## src/rtl/id_ex_stage.sv

```systemverilog
// id_ex_stage: ID/EX pipeline register with write-back bypass, x0 zeroing,
// stall hold with operand refresh, and flush-to-bubble.
module id_ex_stage #(
    parameter int CTRL_W = 16,
    parameter int XLEN   = 32
) (
    input  logic              clk,
    input  logic              rst_n,
    input  logic              stall,
    input  logic              flush,
    input  logic              id_valid,
    input  logic [XLEN-1:0]   id_pc,
    input  logic [4:0]        id_rs1,
    input  logic [4:0]        id_rs2,
    input  logic [4:0]        id_rd,
    input  logic [XLEN-1:0]   rd1,
    input  logic [XLEN-1:0]   rd2,
    input  logic [XLEN-1:0]   id_imm,
    input  logic [CTRL_W-1:0] id_ctrl,
    input  logic              wb_we,
    input  logic [4:0]        wb_rd,
    input  logic [XLEN-1:0]   wb_data,
    output logic              ex_valid,
    output logic [XLEN-1:0]   ex_pc,
    output logic [4:0]        ex_rs1,
    output logic [4:0]        ex_rs2,
    output logic [4:0]        ex_rd,
    output logic [XLEN-1:0]   ex_op1,
    output logic [XLEN-1:0]   ex_op2,
    output logic [XLEN-1:0]   ex_imm,
    output logic [CTRL_W-1:0] ex_ctrl
);

    logic              valid_q, valid_d;
    logic [XLEN-1:0]   pc_q, pc_d;
    logic [4:0]        rs1_q, rs1_d;
    logic [4:0]        rs2_q, rs2_d;
    logic [4:0]        rd_q, rd_d;
    logic [XLEN-1:0]   op1_q, op1_d;
    logic [XLEN-1:0]   op2_q, op2_d;
    logic [XLEN-1:0]   imm_q, imm_d;
    logic [CTRL_W-1:0] ctrl_q, ctrl_d;

    logic [XLEN-1:0]   op1_res, op2_res;
    logic              wb_live, refresh1, refresh2;

    // Decode-side operand resolution and held-operand refresh conditions
    always_comb begin
        wb_live  = wb_we && (wb_rd != 5'd0);
        op1_res  = (id_rs1 == 5'd0) ? '0 : (wb_live && wb_rd == id_rs1) ? wb_data : rd1;
        op2_res  = (id_rs2 == 5'd0) ? '0 : (wb_live && wb_rd == id_rs2) ? wb_data : rd2;
        refresh1 = valid_q && wb_live && (wb_rd == rs1_q);
        refresh2 = valid_q && wb_live && (wb_rd == rs2_q);
    end

    // Next-state selection: flush beats stall, stall beats load
    always_comb begin
        valid_d = valid_q;
        pc_d    = pc_q;
        rs1_d   = rs1_q;
        rs2_d   = rs2_q;
        rd_d    = rd_q;
        op1_d   = op1_q;
        op2_d   = op2_q;
        imm_d   = imm_q;
        ctrl_d  = ctrl_q;
        if (flush) begin
            valid_d = 1'b0;
            pc_d    = '0;
            rs1_d   = '0;
            rs2_d   = '0;
            rd_d    = '0;
            op1_d   = '0;
            op2_d   = '0;
            imm_d   = '0;
            ctrl_d  = '0;
        end else if (stall) begin
            op1_d = refresh1 ? wb_data : op1_q;
            op2_d = refresh2 ? wb_data : op2_q;
        end else begin
            valid_d = id_valid;
            pc_d    = id_pc;
            rs1_d   = id_rs1;
            rs2_d   = id_rs2;
            rd_d    = id_rd;
            op1_d   = op1_res;
            op2_d   = op2_res;
            imm_d   = id_imm;
            ctrl_d  = id_ctrl;
        end
    end

    // EX-side state register, cleared asynchronously
    always_ff @(posedge clk or negedge rst_n) begin
        if (!rst_n) begin
            valid_q <= 1'b0;
            pc_q    <= '0;
            rs1_q   <= '0;
            rs2_q   <= '0;
            rd_q    <= '0;
            op1_q   <= '0;
            op2_q   <= '0;
            imm_q   <= '0;
            ctrl_q  <= '0;
        end else begin
            valid_q <= valid_d;
            pc_q    <= pc_d;
            rs1_q   <= rs1_d;
            rs2_q   <= rs2_d;
            rd_q    <= rd_d;
            op1_q   <= op1_d;
            op2_q   <= op2_d;
            imm_q   <= imm_d;
            ctrl_q  <= ctrl_d;
        end
    end

    assign ex_valid = valid_q;
    assign ex_pc    = pc_q;
    assign ex_rs1   = rs1_q;
    assign ex_rs2   = rs2_q;
    assign ex_rd    = rd_q;
    assign ex_op1   = op1_q;
    assign ex_op2   = op2_q;
    assign ex_imm   = imm_q;
    assign ex_ctrl  = ctrl_q;

endmodule

```

## config.mk

```make
export PLATFORM = sky130hd
export DESIGN_NAME = id_ex_stage
export DESIGN_NICKNAME = d
export VERILOG_FILES = /design/src/rtl/id_ex_stage.sv
export SDC_FILE = /design/constraint.sdc
export NUM_CORES = 1
export LEC_CHECK = 0
export ABC_CLOCK_PERIOD_IN_PS = 2750
export CAP_MARGIN = 30
export CORE_MARGIN = 2
export CORE_UTILIZATION = 48
export CTS_CLUSTER_DIAMETER = 30
export DETAILED_ROUTE_END_ITERATION = 8
export PLACE_DENSITY = 0.87
export RECOVER_POWER = 50
export SYNTH_ARGS = -nofsm -noshare
export SYNTH_HDL_FRONTEND = slang
export SYNTH_SLANG_ARGS = --single-unit
```

## constraint.sdc

```tcl
create_clock -name clk -period 2.75 [get_ports clk]
set_input_delay 0.275 -clock clk [delete_from_list [all_inputs] [get_ports clk]]
set_output_delay 0.275 -clock clk [all_outputs]
set_load 0.02 [all_outputs]
```

==> key figures <==
Yosys
  • Area of the mapped netlist: 9422 µm²
  • Syn Inst Count: 945
  • Syn Area/Cell: 9.970 µm²
  • Ys flop type: dfrtp_1
  • Mapped Nets: 1147
  • Async S/R FF share, synth: 1.000
  • Yosys top cell by area: dfrtp_1
  • Library cells used by synthesis: 30
  • Post-synthesis sequential area ratio: 0.4250
  • EDFF count, synth: 0
  • Syn. warnings: 0
  • FF+latch count, synth: 160
  • Area fraction of the dominant cell type after synthesis: 0.4250
  • Top cells by area, synth: dfrtp_1 (42%), mux2i_1 (10%), a41o_1 (6.8%)

Die
  • Row count: 51
  • Area of the core: 19330 µm²
  • DIE HEIGHT: 144.1 µm
  • DIE AREA: 20760 µm²
  • Starting density of the core: 0.4873
  • Top-Level Pins: 362
  • Die width: 144.1 µm

STA
  • Fmax: 0.4810 GHz
  • Post-Route Skew: 0.01151 ns
  • Final setup margin: 0.6708 ns
  • Setup TNS: 0 ns
  • Slew Viols, Final: 161
  • Tcrit/Tclk final: 0.7561
  • Measured slew at the worst slew-check pin: 1.971 ns
  • Final Hold Viols: 0
  • Final setup fails: 0
  • Min Clock Period, post-route: 2.079 ns
  • RSZ-0062 raised after global routing: false
  • Worst slew margin: -0.3138

Worst setup path
  • Worst R2R Path Depth: 5
  • Crit path max-delay family: compound AO/OA/AOI/OAI gates
  • Worst R2R End: ex_op1[5]
  • Slowest stage cell on the critical path: or4_4
  • R2r setup slk: 0.97 ns
  • Reg2reg start: ex_rs1[0]
  • Crit-path cells: clkdlybuf4s50_1 -> or4_4 -> o211a_2 -> buf_12 -> a41o_1 -> a311oi_1
  • CP peak stage delay: 0.58 ns
  • Crit path DAT: 2.38 ns
  • Kind of start point of the critical path: input pin
  • CP bufs+invs: 2
  • Setup CP Type: input pin to flop
  • Critical Path RT: 3.05 ns
  • Largest fanout on the critical path: 64
  • CP endpoint kind: flop

Final layout
  • Storage cell area: 4004 µm²
  • Commonest non-fill, non-tap cell in the layout: clkdlybuf4s50_1
  • Syn-to-layout area delta: 45.62%
  • Final nets: 1425
  • Area occupied by multi-input gates: 4735 µm²
  • Fill count: 1400
  • Most frequent cells in the layout: clkdlybuf4s50_1 (358), dfrtp_1 (160), mux2i_1 (96), nor2_1 (96)
  • Ratio of cells with drive above 1 in the final layout: 0.06230

Global routing
  • Initial antenna violation count: 1
  • GR Overflow Total: 0
  • Met1 Track Usage GR: 0.4247
  • Grt peak-use layer: met2
  • Number of global-route vias before repair: 9161
  • GR Util All Layers: 0.3268
  • Met2 global-route usage: 0.5414
  • Largest net degree at the start of global routing: 161
  • First-pass GRT wire length: 52.58 mm
  • Met3 Use GR: 0.09139

Clock tree
  • Sink Count: 160
  • Clk root buf: clkbuf_16
  • CTS buffer count: 17
  • H-tree depth reported by CTS: 4
  • Clock tree buffer depth: 2
  • CTS tree: yes
  • Register clock-pin slew on the reported worst setup and hold paths: 0.06 ns
  • Insertion delay to the later sink of the worst-skew pair: 0.42 ns

Drt
  • Vias per cell: 6.345
  • DR iter-0 viols: 1249
  • Total Routed Length: 35.15 mm
  • Vias post-DR: 9530
  • Drt drc: 0
  • Wirelength per Cell: 23.40 µm
  • Detail Route Antenna Nets: 0
  • DRT Pass-1 Iters: 5

Worst hold path
  • HP Start: stall
  • Worst hold endpoint: ex_pc[12]
  • Min-Delay Path Class: input pin to flop
  • Hold path depth: 3

Outcome
  • Violated checks: capacitance limit, slew limit
  • Status: complete, but fails checks

Power and ir drop
  • Leakage: 0.005775 µW
  • Pwr dens: 491.1 nW/µm²
  • Peak supply drop: 0.4886 mV

Placement
  • Placement Setup Slack: 0.3217 ns
  • IO buf count: 361
  • Gpl congestion: 0.8275
  • DP Wirelength: 23.03 mm

Job
  • Max-cap violations: 1
worst max path at each step:
stage             start         end  slack (ns)  cells past startpoint
2_1_floorplan  wb_rd[2]  ex_op2[22]        0.79                      7
3_3_place_gp   wb_rd[0]  ex_op2[22]        0.40                      6
3_5_place_dp   wb_rd[1]  ex_op2[19]        0.32                      6
4_1_cts        wb_rd[1]  ex_op2[19]        0.70                      6
5_1_grt           rst_n   ex_imm[7]        0.55                      3
6_report       wb_rd[1]  ex_op2[19]        0.67                      6
logic make-up after synthesis:
| family | Yosys count | share of synthesized area |
|---|---|---|
| simple gates | 175 | 0.09336 |
| xor+xnor | 20 | 0.01859 |
| buf+inv | 168 | 0.07503 |
| compound gates | 326 | 0.2861 |
| flops | 160 | 0.4250 |
| mux | 96 | 0.1020 |
synth_stat cells, types with 19 or more instances:
| cell type | number |
|---|---|
| a211oi_1 | 64 |
| o31ai_1 | 64 |
| buf_1 | 19 |
| a41o_1 | 64 |
| nor2_1 | 96 |
| a21boi_0 | 64 |
| dfrtp_1 | 160 |
| nand4_1 | 64 |
| a311oi_1 | 63 |
| clkbuf_1 | 98 |
| mux2i_1 | 96 |
| inv_1 | 34 |
state kept, by name, indices dropped and copies added (netlist names), 5 cells and up:
register	count
ex_rs1	5
ex_imm	32
ex_op2	32
ex_rs2	5
ex_ctrl	16
ex_pc	32
ex_op1	32
ex_rd	5
repair_timing:
action / 4_1_cts / 5_1_grt
setup buffers: 0 / 0
endpoints found under the hold margin: 64 / 0
resized for setup: 0 / 0
hold buffers: 1 / 0
tightest hold or removal path, cell delays in order:
cell	delay, ns
buf_6	0.22
mux2i_1	0.17
nor2_1	0.08
layer usage:
metal	vias up	wire, µm
li1	4238	-
met1	4655	13560
met2	559	17400
met3	76	3326
met4	2	854
met5	-	13
per-stage QoR:
step                      cells  power, µW    util  hold WS, ns  area (µm²)
after detailed placement   1468       4402  0.6809       0.3234       13170
after global placement     1467       4365  0.6799       0.3284       13150
after global routing       1501       6978  0.7094       0.4002       13720
after floorplan             945       3500       -     -0.02059        9422
after CTS                  1501       6747  0.7109       0.3703       13740
final                      1502       6738  0.7096       0.3935       13720
cell type report:
type                       count  area share
multi-input combinational    617      0.3451
sequential                   160      0.2918
antenna                        1   0.0001824
clock buffer                  17     0.03101
inverter                      35    0.009576
tap                          265     0.02417
timing repair buffer         392      0.2876
clock inverter                15     0.01049
report_power, final:
part / switching, µW / leakage, µW / total (µW) / internal [µW]
sequential: 107 / 0.00208 / 2610 / 2500
combinational: 966 / 0.00341 / 1780 / 814
clock: 1070 / 0.000279 / 2350 / 1280
Note: power is estimated with default switching activity, not from simulation.
